`src/rtl/dvp_rgb565_capture.sv`:
```
// dvp_rgb565_capture
//   Front-end capture for the DVP video path. Packs the 8-bit CMOS bus
//   (RGB565, high byte first) into 24-bit RGB888 pixels. Output stays
//   muted until FRAME_SKIP vsync rising edges have been seen. Line and
//   frame geometry are checked against IMG_HDISP / IMG_VDISP.
//
//   Ports
//     clk          CMOS pixel clock (byte rate)
//     rst_n        asynchronous active-low reset
//     cmos_vsync   sensor vsync, high between frames
//     cmos_href    sensor line valid
//     cmos_data    sensor byte
//     post_vs      frame sync, aligned with post_de/post_data
//     post_de      one-cycle pixel strobe
//     post_data    {R8,G8,B8}, holds between strobes
//     frame_valid  high once the skip count is reached
//     line_err     one-cycle pulse after a line of wrong length
//     frame_err    one-cycle pulse at vsync after a frame of wrong height
//
//   Byte-phase FSM
//     state  | meaning
//     PH_HI  | next byte on data_d is the high byte of a pixel
//     PH_LO  | next byte on data_d completes the pixel
module dvp_rgb565_capture #(
  parameter logic [11:0] IMG_HDISP  = 12'd1280,
  parameter logic [11:0] IMG_VDISP  = 12'd720,
  parameter logic [7:0]  FRAME_SKIP = 8'd10
) (
  input  logic        clk,
  input  logic        rst_n,
  input  logic        cmos_vsync,
  input  logic        cmos_href,
  input  logic [7:0]  cmos_data,
  output logic        post_vs,
  output logic        post_de,
  output logic [23:0] post_data,
  output logic        frame_valid,
  output logic        line_err,
  output logic        frame_err
);

  typedef enum logic {
    PH_HI = 1'b0,
    PH_LO = 1'b1
  } phase_t;

  phase_t      phase, phase_next;

  logic        vs_d, href_d;
  logic [7:0]  data_d;
  logic        vs_d2, href_d2;
  logic [7:0]  hi_byte;
  logic [11:0] x_cnt, y_cnt;
  logic [7:0]  skip_cnt;
  logic        armed;

  logic        latch_hi, pix_strobe, odd_bytes;
  logic        vs_rise, href_fall, pix_out;
  logic [15:0] pix565;
  logic [23:0] pix888;
  logic [11:0] y_line;
  logic [7:0]  skip_next;

  // ---------------- byte-phase FSM ----------------
  always_ff @(posedge clk or negedge rst_n) begin
    if (!rst_n) phase <= PH_HI;
    else        phase <= phase_next;
  end

  always_comb begin
    phase_next = PH_HI;
    if (href_d) phase_next = (phase == PH_HI) ? PH_LO : PH_HI;
  end

  // While href_d is low the phase still reflects the parity of the byte
  // count of the line that just ended, which is what odd_bytes reports.
  always_comb begin
    latch_hi   = 1'b0;
    pix_strobe = 1'b0;
    odd_bytes  = 1'b0;
    if (href_d) begin
      latch_hi   = (phase == PH_HI);
      pix_strobe = (phase == PH_LO);
    end else begin
      odd_bytes  = (phase == PH_LO);
    end
  end

  // ---------------- datapath ----------------
  assign vs_rise   = vs_d & ~vs_d2;
  assign href_fall = href_d2 & ~href_d;
  assign pix565    = {hi_byte, data_d};
  assign pix888    = {pix565[15:11], pix565[15:13],
                      pix565[10:5],  pix565[10:9],
                      pix565[4:0],   pix565[4:2]};

  // armed is cleared by reset and set by the first vsync rise, so a reset
  // in mid-frame never releases the tail of a partially seen frame.
  assign pix_out   = pix_strobe & frame_valid & armed;

  // Line count including a line ending in this same cycle, so a vsync
  // rise coinciding with an href fall still sees the final line.
  assign y_line    = (href_fall && (y_cnt != 12'hFFF)) ? y_cnt + 12'd1 : y_cnt;

  assign skip_next = (vs_rise && (skip_cnt < FRAME_SKIP)) ? skip_cnt + 8'd1 : skip_cnt;

  assign post_vs   = vs_d2 & frame_valid;

  always_ff @(posedge clk or negedge rst_n) begin
    if (!rst_n) begin
      vs_d        <= 1'b0;
      href_d      <= 1'b0;
      data_d      <= 8'd0;
      vs_d2       <= 1'b0;
      href_d2     <= 1'b0;
      hi_byte     <= 8'd0;
      x_cnt       <= 12'd0;
      y_cnt       <= 12'd0;
      skip_cnt    <= 8'd0;
      armed       <= 1'b0;
      frame_valid <= 1'b0;
      post_de     <= 1'b0;
      post_data   <= 24'd0;
      line_err    <= 1'b0;
      frame_err   <= 1'b0;
    end else begin
      vs_d    <= cmos_vsync;
      href_d  <= cmos_href;
      data_d  <= cmos_data;
      vs_d2   <= vs_d;
      href_d2 <= href_d;

      if (latch_hi) hi_byte <= data_d;

      if (href_fall)                             x_cnt <= 12'd0;
      else if (pix_strobe && (x_cnt != 12'hFFF)) x_cnt <= x_cnt + 12'd1;

      line_err <= href_fall & ((x_cnt != IMG_HDISP) | odd_bytes);

      if (vs_rise) y_cnt <= 12'd0;
      else         y_cnt <= y_line;

      frame_err <= vs_rise & armed & (y_line != IMG_VDISP);

      if (vs_rise) armed <= 1'b1;

      skip_cnt    <= skip_next;
      frame_valid <= (skip_next == FRAME_SKIP);

      post_de <= pix_out;
      if (pix_out) post_data <= pix888;
    end
  end

endmodule

```
`config.mk`:
```
export PLATFORM = sky130hd
export DESIGN_NAME = dvp_rgb565_capture
export DESIGN_NICKNAME = d
export VERILOG_FILES = /design/src/rtl/dvp_rgb565_capture.sv
export SDC_FILE = /design/constraint.sdc
export NUM_CORES = 1
export LEC_CHECK = 0
export ABC_AREA = 1
export BUFFER_PORTS_ARGS = -buffer_cell sky130_fd_sc_hd__buf_2
export CORE_MARGIN = 2
export CORE_UTILIZATION = 54
export CTS_BUF_LIST = sky130_fd_sc_hd__clkbuf_8
export CTS_CLUSTER_SIZE = 12
export DETAILED_ROUTE_END_ITERATION = 8
export GPL_TIMING_DRIVEN = 0
export HOLD_SLACK_MARGIN = 0.06
export PLACE_DENSITY_LB_ADDON = 0.08
export SYNTH_ARGS = -nofsm -noshare
export SYNTH_HDL_FRONTEND = slang
export SYNTH_SLANG_ARGS = --single-unit
```
`constraint.sdc`:
```
create_clock -name clk -period 1.5 [get_ports clk]
set_input_delay 0.3 -clock clk [delete_from_list [all_inputs] [get_ports clk]]
set_output_delay 0.3 -clock clk [all_outputs]
set_load 0.01 [all_outputs]
```
Word level (Yosys, flattened, before mapping):

Cells that the tools add are included.

* multiply operators: 0
* $add $sub $neg: 3
* shift operators: 0
* muxes and demuxes: 10
* div/mod/pow operators: 0
* $lt $le $gt $ge: 1
* reductions and logical operators: 4
* equality and inequality tests: 5
* bitwise logic cells: 12

Operators by type and width (number)
* 12-bit two-way mux: 4
* 12-bit by 1-bit adder with 12-bit output, second input constant: 2
* 12-bit != test, second input constant: 2
* 12-bit by 10-bit != test with 1-bit output, second input constant: 1
* 12-bit by 11-bit != test with 1-bit output, second input constant: 1
* 8-bit by 1-bit adder with 8-bit output, second input constant: 1
* 1-bit AND: 8
* 8-bit by 4-bit equality test with 1-bit output, second input constant: 1
* 8-bit by 4-bit less-than comparator with 1-bit output, second input constant: 1
* 8-bit two-way mux: 1
* 1-bit two-way mux: 5
* 1-bit logical AND: 3
* 1-bit NOT: 3
* 2-bit nonzero test: 1
* 1-bit bitwise OR: 1

* memories: 0
* bits in latches: 0
* memory bits (read-only): 0
* flip-flop bits (word level): 82
* RAM bits: 0
* output and inout bits: 29
* logic and storage cells: 51

Depth between registers and ports, before layout:

Gate-level depths: netlist of run 1.

* word-level depth: 6
* depth in mapped cells: 14
* gate-level depth less buffers: 13

Least setup slack after synthesis of run 1:

Ideal clock, no wire load.

* path type: register to register
* start: reg y_cnt[0]
* end: reg frame_err
* arrival time: 1.429 ns
* stages on the path, launching flop included: 13
* setup time: 0.115 ns
* clock period less this slack: 1.545 ns
* data required time: 1.385 ns
* buffers on the path: 1
* slack: -0.045 ns
* path through: dfrtp_1 -> ha_1 -> inv_1 -> nor2_1 -> nand3_2 -> buf_2 -> nand3_1 -> nand2_1 -> nand2_1 -> nor2_1 -> nand2_1 -> nor2_1 -> nor2_1

* word-level cells in the longest chain between the ends: 5

RTL lines
* from (decl): line 53 `logic [11:0] x_cnt, y_cnt;`
* from (signal assigned): line 141 `else y_cnt <= y_line;`
* branches (longest 2 deep; another with 12-bit by 1-bit adder with 12-bit output)
* 12-bit two-way mux (*): line 103 `assign y_line = (href_fall && (y_cnt != 12'hFFF)) ? y_cnt + 12'd1 : y_cnt;`
* 12-bit by 10-bit != test with 1-bit output (*): line 143 `frame_err <= vs_rise & armed & (y_line != IMG_VDISP);`
* 1-bit AND (*): line 143
* to (signal assigned): line 143
* to (decl): line 39 `output logic frame_err`

Mark *: on every way between the ends.
A chain may end at the register's enable or synchronous reset.

Worst setup path after layout of run 1:

Ends and elaborated chain as after synthesis.

==> results of run 1 <==
[cell usage in the layout, fill, tap and decap left out, types with 3 or more instances in the layout]
cell type,netlist,routed
o21ai_1,3,6
mux2_2,8,8
nand3_2,1,5
dfrtp_2,0,4
buf_6,2,4
clkbuf_8,0,9
o31ai_2,0,3
nor2_4,1,8
clkbuf_1,6,5
nand4_1,6,6
nor2_2,1,6
xor2_1,6,6
dlygate4sd3_1,0,11
nor3_1,7,6
nand2_4,0,3
inv_2,5,4
o21ai_0,12,8
nand2_1,87,67
nand2_2,1,18
inv_1,38,36
dfrtp_1,74,70
nand3_1,18,13
nor2_1,46,34
a21oi_1,16,16
buf_4,8,33
buf_2,4,40
[cells by family (layout without fill, tap and decap cells)]
family | after synthesis | count (layout) | synth area share [%]
buf+inv | 63 | 156 | 8.66
compound gates | 39 | 39 | 6.50
flops | 74 | 74 | 56.0
xor+xnor | 8 | 8 | 2.12
mux | 8 | 8 | 2.72
simple gates | 175 | 175 | 22.5
fa+ha+maj | 4 | 4 | 1.51
[sequential cells by signal (all words and copies together), names as in the netlist]
signal	cells
post_data	16
x_cnt	12
y_cnt	12
data_d	8
hi_byte	8
skip_cnt	8
armed	1
frame_err	1
frame_valid	1
href_d	1
href_d2	1
line_err	1
phase	1
post_de	1
vs_d	1
vs_d2	1
[layer usage]
metal  up-vias  share of wire (%)
li1       1345                  -
met1      1333                 45
met2        87                 49
met3        17                4.9
met4         0                1.6
met5         -                  0
[power groups by stage]
stage	sequential, mW	clock, mW	combinational, mW
floorplan	2.71	0	0.722
global placement	2.62	0	1.32
detailed placement	2.63	0	1.37
CTS	2.60	1.63	1.42
global route	2.65	1.69	1.67
finish	2.61	1.58	1.50
[stage by stage]
step | instances | TNS [ns] | hold WS [ns] | cell area (µm²)
6_report | 539 | -0.297 | 0.363 | 4420
5_1_grt | 539 | -1.09 | 0.393 | 4420
4_1_cts | 516 | -0.512 | 0.354 | 4020
3_5_place_dp | 487 | -1.73 | 0.194 | 3640
3_3_place_gp | 486 | -24.25 | 0.358 | 3610
2_1_floorplan | 371 | 0 | 0.00441 | 3310
[worst paths after layout]
kind / from / to / slack [ns] / cells past startpoint
max in group asynchronous: rst_n / post_data[5] / 0.59 / 3
hold / removal: rst_n / y_cnt[5] / 0.36 / 2
setup reg to reg: y_cnt[0] / frame_err / -0.23 / 12
setup / recovery: y_cnt[0] / frame_err / -0.23 / 12
min in group clk: vs_d / vs_d2 / 0.39 / 0
hold reg to reg: vs_d / vs_d2 / 0.39 / 0
[cell type report]
type,instances,area (µm²)
timing repair buffer,77,549
clock inverter,7,77.6
fill,392,1510
inverter,43,174
multi-input combinational,234,1400
buffer,20,145
sequential,74,1860
clock buffer,9,124
tap,75,93.8
[repair_timing]
item	in CTS	in global routing
setup endpoints to repair	26	24
buffers inserted	2	21
gates cloned	0	2
pin swaps	0	18
resized for setup	14	68
hold buffers	11	0
hold endpoints to repair	27	0
==> impl_metrics.py, run 1 <==
metrics = {
    "job": {
        "maxCapViolations": 0,
    },
    "synth": {
        "yosys-top-cells-area": "dfrtp_1, nand2_1, nor2_1, inv_1, nand3_1",
        "yosys_warnings": 0,
        "netlist_area_um2": 3310,
        "avgSynthCellArea_um2": 8.92,
        "synth_top_area_share_pct": 56.0,
        "async_flop_share_pct": 100,
        "synth.most_common_cell": "nand2_1",
        "syn_nets": 387,
        "ys_types": 32,
        "synthCells": 371,
        "yosys_most_used_dff": "dfrtp_1",
        "synth_seq_cells": 74,
        "yosys.area.top_type": "dfrtp_1",
        "synth_seq_area_share_pct": 56.0,
        "synth.top_cells.by_count": "nand2_1, dfrtp_1, nor2_1",
        "synth_enable_flop_cells": 0,
    },
    "timing": {
        "finalCritPeriodShare_pct": 116,
        "rsz0062_at_grt": "yes",
        "maxSlewHeadroom_pct": 74.7,
        "finalHoldViolations": 0,
        "finalMaxSlewViolations": 0,
        "tightest_slew_ns": 0.379,
        "clock-skew-final_ns": 0.00751,
        "period_needed_ns": 1.73,
        "setup_viol": 4,
        "clock.fmax_mhz": 577,
        "fin_ws_ns": -0.234,
    },
    "worst_setup_path": {
        "path_cells": "buf_4, inv_1, nor2_1, nand2_2, nor2_4, nand3_1, nand2_1, nand2_1, nor2_1, nand2_1, nor2_2, nor2_2",
        "cp_top_family": "simple AND/OR/NAND/NOR gates",
        "worstPathRequired_ns": 1.74,
        "crit_path_max_fanout": 4,
        "endpoint_kind": "flip-flop",
        "worst_path_largest_cell_delay_ns": 0.41,
        "critPathSlowestCell": "dfrtp_1",
        "worst-path-buf-inv": 2,
        "crit_arrival_ns": 1.98,
        "crit_type": "reg2reg",
        "crit_top_cell": "nand2_1",
        "crit_path_start_kind": "flip-flop",
    },
    "finish": {
        "drive_gt1_share_pct": 36.0,
        "antenna_cells": 0,
        "area_growth_pct": 33.4,
        "nets": 475,
        "utilization_pct": 74.6,
    },
    "clocking": {
        "clock-sinks": 74,
        "clk_path_buf_depth": 2,
        "cts_tree": "built",
        "numCtsBuffers": 9,
        "cts_root_buffer": "clkbuf_8",
        "clock_latency_ns": 0.35,
        "clkTransAtPathRegs_ns": 0.09,
        "htree_levels": 3,
    },
    "place": {
        "post-dp-hpwl_um": 4490,
        "pre_cts_ws_ns": -0.335,
        "io_buffers": 40,
        "globalplace.congestion": 0.862,
    },
    "routing": {
        "ant_nets": 0,
        "vias": 2782,
        "drt_wl_total_um": 7500,
        "first_pass_iters": 4,
        "wl_per_cell_um": 13.9,
        "drt-initial-drc-count": 172,
        "viasPerCell": 5.16,
        "drc": 0,
    },
    "floorplanning": {
        "dieWidth_um": 82.3,
        "io_pins": 41,
        "die_h_um": 82.3,
        "start_util_pct": 55.9,
        "num_rows": 28,
        "dieArea_um2": 6770,
        "core_um2": 5920,
    },
    "grt": {
        "grt_use_total_pct": 21.8,
        "grt_pass1_vias": 2446,
        "overflow": 0,
        "grt_use_met3_pct": 4.78,
        "grt.busiest_layer": "met2",
        "use_met1_pct": 29.8,
        "grtUsageMet2_pct": 33.5,
        "antenna_found_initial": 0,
        "grt_pass1_wl_um": 11100,
        "grt_max_degree": 58,
    },
    "power": {
        "ir_drop_uv": 1040,
        "combPwrFrac_pct": 26.3,
        "p_int_mw": 3.87,
        "p_leak_nw": 2.16,
        "switching_power_mw": 1.81,
        "totalPowerFinal_mw": 5.69,
        "power_frac_seq_pct": 45.8,
        "power.density_nw_per_um2": 1290,
        "p_sw_share_pct": 31.9,
        "power_frac_clock_pct": 27.9,
    },
    "run_status": {
        "failed_checks": "setup timing",
        "status": "finished with violations",
    },
    "hold_path": {
        "hold_path_class": "in2async",
    },
}
Note: power is estimated with default switching activity, not from simulation.
==> run 2, diff against run 1 <==
ABC_CLOCK_PERIOD_IN_PS = 1500   (was not set)
CORE_UTILIZATION = 38   (was 54)
SLEW_MARGIN = 20   (was not set)
==> impl_metrics.py, run 2 (synthesis gave the netlist of run 1 again) <==
metrics = {
    "finish": {
        "top_register": "post_data",
        "largestRegisters": "post_data x16, x_cnt x12, y_cnt x12",
        "largest_reg_flops": 16,
        "stdcell_area_um2": 4350,
        "antenna_cells": 0,
        "final_common_cell": "dfrtp_1",
        "drive_gt1_share_pct": 34.6,
        "stdcell_count": 564,
        "final_cell_mix": "dfrtp_1, nand2_1, buf_2",
        "nets": 467,
        "utilization_pct": 50.6,
        "area_growth_pct": 31.4,
    },
    "clocking": {
        "numCtsBuffers": 9,
        "clock_latency_ns": 0.35,
        "htree_levels": 3,
        "clk_path_buf_depth": 2,
        "clkTransAtPathRegs_ns": 0.09,
        "cts_tree": "built",
        "clock-sinks": 74,
        "cts_root_buffer": "clkbuf_8",
    },
    "routing": {
        "first_pass_iters": 4,
        "vias": 2599,
        "viasPerCell": 4.61,
        "wl_per_cell_um": 12.4,
        "drc": 0,
        "drt-initial-drc-count": 50,
        "drt_wl_total_um": 7020,
        "ant_nets": 0,
    },
    "worst_setup_path": {
        "worstRegToRegCells": 13,
        "cp_top_family": "simple AND/OR/NAND/NOR gates",
        "crit_type": "reg2reg",
        "crit_arrival_ns": 1.92,
        "worstReg2RegStart": "y_cnt[0]",
        "crit_path_max_fanout": 4,
        "ff2ff_setup_slack_ns": -0.19,
        "r2r_end": "frame_err",
        "worstPathRequired_ns": 1.73,
        "critPathSlowestCell": "dfrtp_1",
        "worst_path_largest_cell_delay_ns": 0.40,
        "worst-path-buf-inv": 2,
        "path_cells": "ha_4, buf_6, nand3_4, nor2_4, nand2_1, nand2_1, nand2_2, inv_2, nand2_2, nor2_2, nand2_1, nor2_1, nor2_1",
        "endpoint_kind": "flip-flop",
        "crit_cells": 13,
        "startpoint": "y_cnt[0]",
        "crit_path_end": "frame_err",
        "crit_top_cell": "nand2_1",
        "crit_path_start_kind": "flip-flop",
    },
    "timing": {
        "period_needed_ns": 1.69,
        "setup_tns_ns": -0.644,
        "finalHoldViolations": 0,
        "finalCritPeriodShare_pct": 113,
        "rsz0062_at_grt": "yes",
        "clock.fmax_mhz": 592,
        "tightest_slew_ns": 0.421,
        "clock-skew-final_ns": 0.0167,
        "timing.hold.ws_ns": 0.375,
        "maxSlewHeadroom_pct": 71.9,
        "setup_viol": 13,
        "fin_ws_ns": -0.189,
        "finalMaxSlewViolations": 0,
    },
    "place": {
        "post-dp-hpwl_um": 4660,
        "placedCellCount": 520,
        "place_area_um2": 3680,
        "globalplace.congestion": 0.850,
        "io_buffers": 40,
        "pre_cts_ws_ns": -0.307,
    },
    "power": {
        "power.density_nw_per_um2": 1320,
        "p_leak_nw": 2.10,
        "p_int_mw": 3.92,
        "ir_drop_uv": 1020,
        "switching_power_mw": 1.81,
        "totalPowerFinal_mw": 5.73,
        "power_frac_clock_pct": 28.2,
        "power_frac_seq_pct": 45.3,
        "combPwrFrac_pct": 26.5,
        "p_sw_share_pct": 31.5,
    },
    "floorplanning": {
        "core_um2": 8590,
        "dieArea_um2": 9470,
        "die_h_um": 97.3,
        "start_util_pct": 38.5,
        "dieWidth_um": 97.3,
        "num_rows": 34,
        "io_pins": 41,
    },
    "job": {
        "maxCapViolations": 0,
    },
    "hold_path": {
        "hold_path_class": "in2async",
    },
    "grt": {
        "overflow": 0,
        "grt_use_total_pct": 15.6,
        "antenna_found_initial": 0,
        "grt_pass1_vias": 2571,
        "grt_max_degree": 57,
        "grt_pass1_wl_um": 12000,
    },
    "run_status": {
        "failed_checks": "setup timing",
        "status": "finished with violations",
    },
}
[run 2: cell count changes in the layout (fill, tap and decap cells not counted), moves of 3 or more]
cell and change:
o21ai_1 -4, inv_2 +3, o31ai_2 -3, nand3_2 -4, nand3_1 +3, buf_4 -7
o21ai_0 +4, o31ai_1 +3
[run 2: worst min-delay path by stage]
stage | from | to | slack (ns) | depth (start not counted)
6_report | rst_n | x_cnt[9] | 0.37 | 2
5_1_grt | rst_n | x_cnt[9] | 0.38 | 2
4_1_cts | rst_n | x_cnt[9] | 0.37 | 2
3_5_place_dp | rst_n | x_cnt[9] | 0.20 | 1
3_3_place_gp | vs_d | vs_d2 | 0.36 | 0
2_1_floorplan | rst_n | armed | 0.004 | 0
[run 2: power groups by stage]
stage / clock, mW / sequential (mW) / combinational [mW]
floorplan: 0 / 2.71 / 0.722
global placement: 0 / 2.63 / 1.33
detailed placement: 0 / 2.64 / 1.36
CTS: 1.66 / 2.60 / 1.44
global route: 1.76 / 2.66 / 1.69
finish: 1.62 / 2.60 / 1.52
[run 2: per-layer routing]
layer  GRT usage, %  up-vias  part of all wire (%)
li1               -     1325                     -
met1           21.7     1228                    48
met2           24.3       40                    47
met3           3.88        6                   3.6
met4           4.49        0                   1.0
met5              0        -                     0
[run 2: repair_timing]
item	4_1_cts	5_1_grt
setup endpoints to repair	31	26
hold buffers	11	0
setup buffers	5	12
cloned	0	1
pin swaps	3	24
gates resized for setup	18	53
endpoints found under the hold margin	28	0
[run 2: area by class of cell]
| cell class | count | area (µm²) |
|---|---|---|
| fillers | 829 | 4240 |
| clock buffers | 9 | 124 |
| clock inverters | 7 | 83.8 |
| multi-input cells | 234 | 1360 |
| flip-flops and latches | 74 | 1860 |
| inverters | 43 | 166 |
| plain buffers | 19 | 138 |
| repair buffers | 70 | 483 |
| well taps | 108 | 135 |
==> run 3, diff against run 2 <==
GPL_TIMING_DRIVEN = not set   (was 0)
==> impl_metrics.py, run 3 (synthesis gave the netlist of run 1 again) <==
metrics = {
    "place": {
        "globalplace.congestion": 0.827,
        "pre_cts_ws_ns": -0.193,
        "post-dp-hpwl_um": 5150,
        "io_buffers": 40,
        "place_area_um2": 4060,
    },
    "finish": {
        "antenna_cells": 0,
        "area_growth_pct": 36.9,
        "final_cell_mix": "nand2_1, dfrtp_1, buf_4",
        "drive_gt1_share_pct": 35.6,
        "largestRegisters": "post_data x16, x_cnt x12, y_cnt x12",
        "stdcell_area_um2": 4530,
        "final_common_cell": "nand2_1",
        "nets": 497,
        "largest_reg_flops": 16,
        "fill_cells": 789,
        "top_register": "post_data",
    },
    "clocking": {
        "clk_path_buf_depth": 2,
        "clock-sinks": 74,
        "clock_latency_ns": 0.35,
        "numCtsBuffers": 9,
        "htree_levels": 3,
        "cts_tree": "built",
        "clkTransAtPathRegs_ns": 0.09,
        "cts_root_buffer": "clkbuf_8",
    },
    "routing": {
        "wl_per_cell_um": 11.8,
        "drt-initial-drc-count": 101,
        "ant_nets": 0,
        "drt_wl_total_um": 7030,
        "vias": 2717,
        "first_pass_iters": 4,
        "drc": 0,
        "viasPerCell": 4.57,
    },
    "worst_setup_path": {
        "endpoint_kind": "flip-flop",
        "crit_path_max_fanout": 15,
        "crit_top_cell": "nand2_1",
        "worstPathRequired_ns": 1.74,
        "worst-path-buf-inv": 2,
        "crit_arrival_ns": 1.88,
        "crit_type": "reg2reg",
        "path_cells": "ha_4, inv_2, nor2_2, nand3_2, buf_12, nand2_1, nand2_1, nand2_1, nand2_1, nor2_2, nand2_1, nor2_1, nor2_1",
        "worst_path_largest_cell_delay_ns": 0.42,
        "cp_top_family": "simple AND/OR/NAND/NOR gates",
        "crit_path_start_kind": "flip-flop",
        "critPathSlowestCell": "dfrtp_1",
    },
    "grt": {
        "grt_pass1_vias": 2745,
        "grt_max_degree": 24,
        "grt_use_total_pct": 16.2,
        "grt_pass1_wl_um": 12600,
        "overflow": 0,
        "antenna_found_initial": 0,
    },
    "floorplanning": {
        "core_um2": 8590,
        "dieArea_um2": 9470,
        "num_rows": 34,
        "dieWidth_um": 97.3,
        "start_util_pct": 38.5,
        "io_pins": 41,
        "die_h_um": 97.3,
    },
    "power": {
        "power.density_nw_per_um2": 1270,
        "p_leak_nw": 2.25,
        "ir_drop_uv": 900,
    },
    "timing": {
        "finalMaxSlewViolations": 0,
        "period_needed_ns": 1.64,
        "maxSlewHeadroom_pct": 70.6,
        "fin_ws_ns": -0.141,
        "clock-skew-final_ns": 0.00967,
        "tightest_slew_ns": 0.441,
        "clock.fmax_mhz": 609,
        "setup_viol": 1,
        "finalHoldViolations": 0,
        "finalCritPeriodShare_pct": 109,
        "rsz0062_at_grt": "yes",
    },
    "run_status": {
        "failed_checks": "setup timing",
        "status": "finished with violations",
    },
    "hold_path": {
        "hold_path_class": "in2reg",
    },
    "job": {
        "maxCapViolations": 0,
    },
}
==> run 3: cell types whose count changed in the layout (fill, tap and decap cells not counted), moves of 3 or more <==
| cell | delta |
|---|---|
| buf_4 | +38 |
| nand2_1 | +14 |
| nand2_2 | -10 |
| buf_12 | +4 |
| buf_6 | -4 |
| clkbuf_1 | -4 |
| dfrtp_1 | +4 |
| dfrtp_2 | -4 |
| nand2_4 | -4 |
| inv_2 | +3 |
| o21ai_1 | +3 |
==> run 3: through the flow <==
step / setup TNS (ns) / instances / hold WS, ns / power (mW) / util (%)
2_1_floorplan: 0 / 371 / 0.00441 / 3.43 / -
3_3_place_gp: -0.161 / 563 / 0.228 / 3.90 / 47.2
3_5_place_dp: -0.203 / 563 / 0.226 / 3.92 / 47.2
4_1_cts: -0.167 / 589 / 0.0704 / 5.77 / 51.3
5_1_grt: -0.608 / 594 / 0.0721 / 6.11 / 52.7
6_report: -0.141 / 594 / 0.0793 / 5.74 / 52.7
==> run 3: area by class of cell <==
| type | instances | area [µm²] | area share (%) |
|---|---|---|---|
| clock buffers | 10 | 138 | 3.04 |
| clock inverters | 6 | 95.1 | 2.10 |
| repair buffers | 119 | 878 | 19.4 |
| multi-input cells | 234 | 1270 | 28.0 |
| well taps | 108 | 135 | 2.98 |
| flip-flops and latches | 74 | 1850 | 40.9 |
| inverters | 43 | 161 | 3.56 |
==> run 3: path summary, 6_finish.rpt <==
path	start	end	slack (ns)	depth (start not counted)
worst max-delay path	y_cnt[1]	frame_err	-0.14	13
worst min-delay path	cmos_href	href_d	0.08	1
max in group asynchronous	rst_n	post_data[4]	0.64	3
worst min register to register	vs_d	vs_d2	0.38	0
worst max register to register	y_cnt[1]	frame_err	-0.14	13
min in group asynchronous	rst_n	x_cnt[8]	0.39	2
==> run 3: per-layer routing <==
| layer | routed length, µm | up-vias | global-route usage [%] |
|---|---|---|---|
| met4 | 127 | 0 | 5.88 |
| met2 | 3200 | 52 | 25.8 |
| met3 | 254 | 12 | 3.45 |
| li1 | - | 1398 | - |
| met1 | 3440 | 1255 | 22.1 |
| met5 | 0 | - | 0 |
==> run 3: repair_timing <==
action | CTS | global route
endpoints found under the hold margin | 28 | 0
hold buffers | 10 | 0
buffers inserted | 0 | 5
gates cloned | 0 | 0
resized for setup | 6 | 29
endpoints found under the setup margin | 9 | 26
pin swaps | 2 | 10
==> run 3: power by group <==
part | total [mW] | switching [mW] | internal, mW
Combinational | 1.38 | 0.716 | 0.659
Sequential | 2.58 | 0.223 | 2.35
Clock | 1.79 | 0.789 | 1.00
Total | 5.74 | 1.73 | 4.01
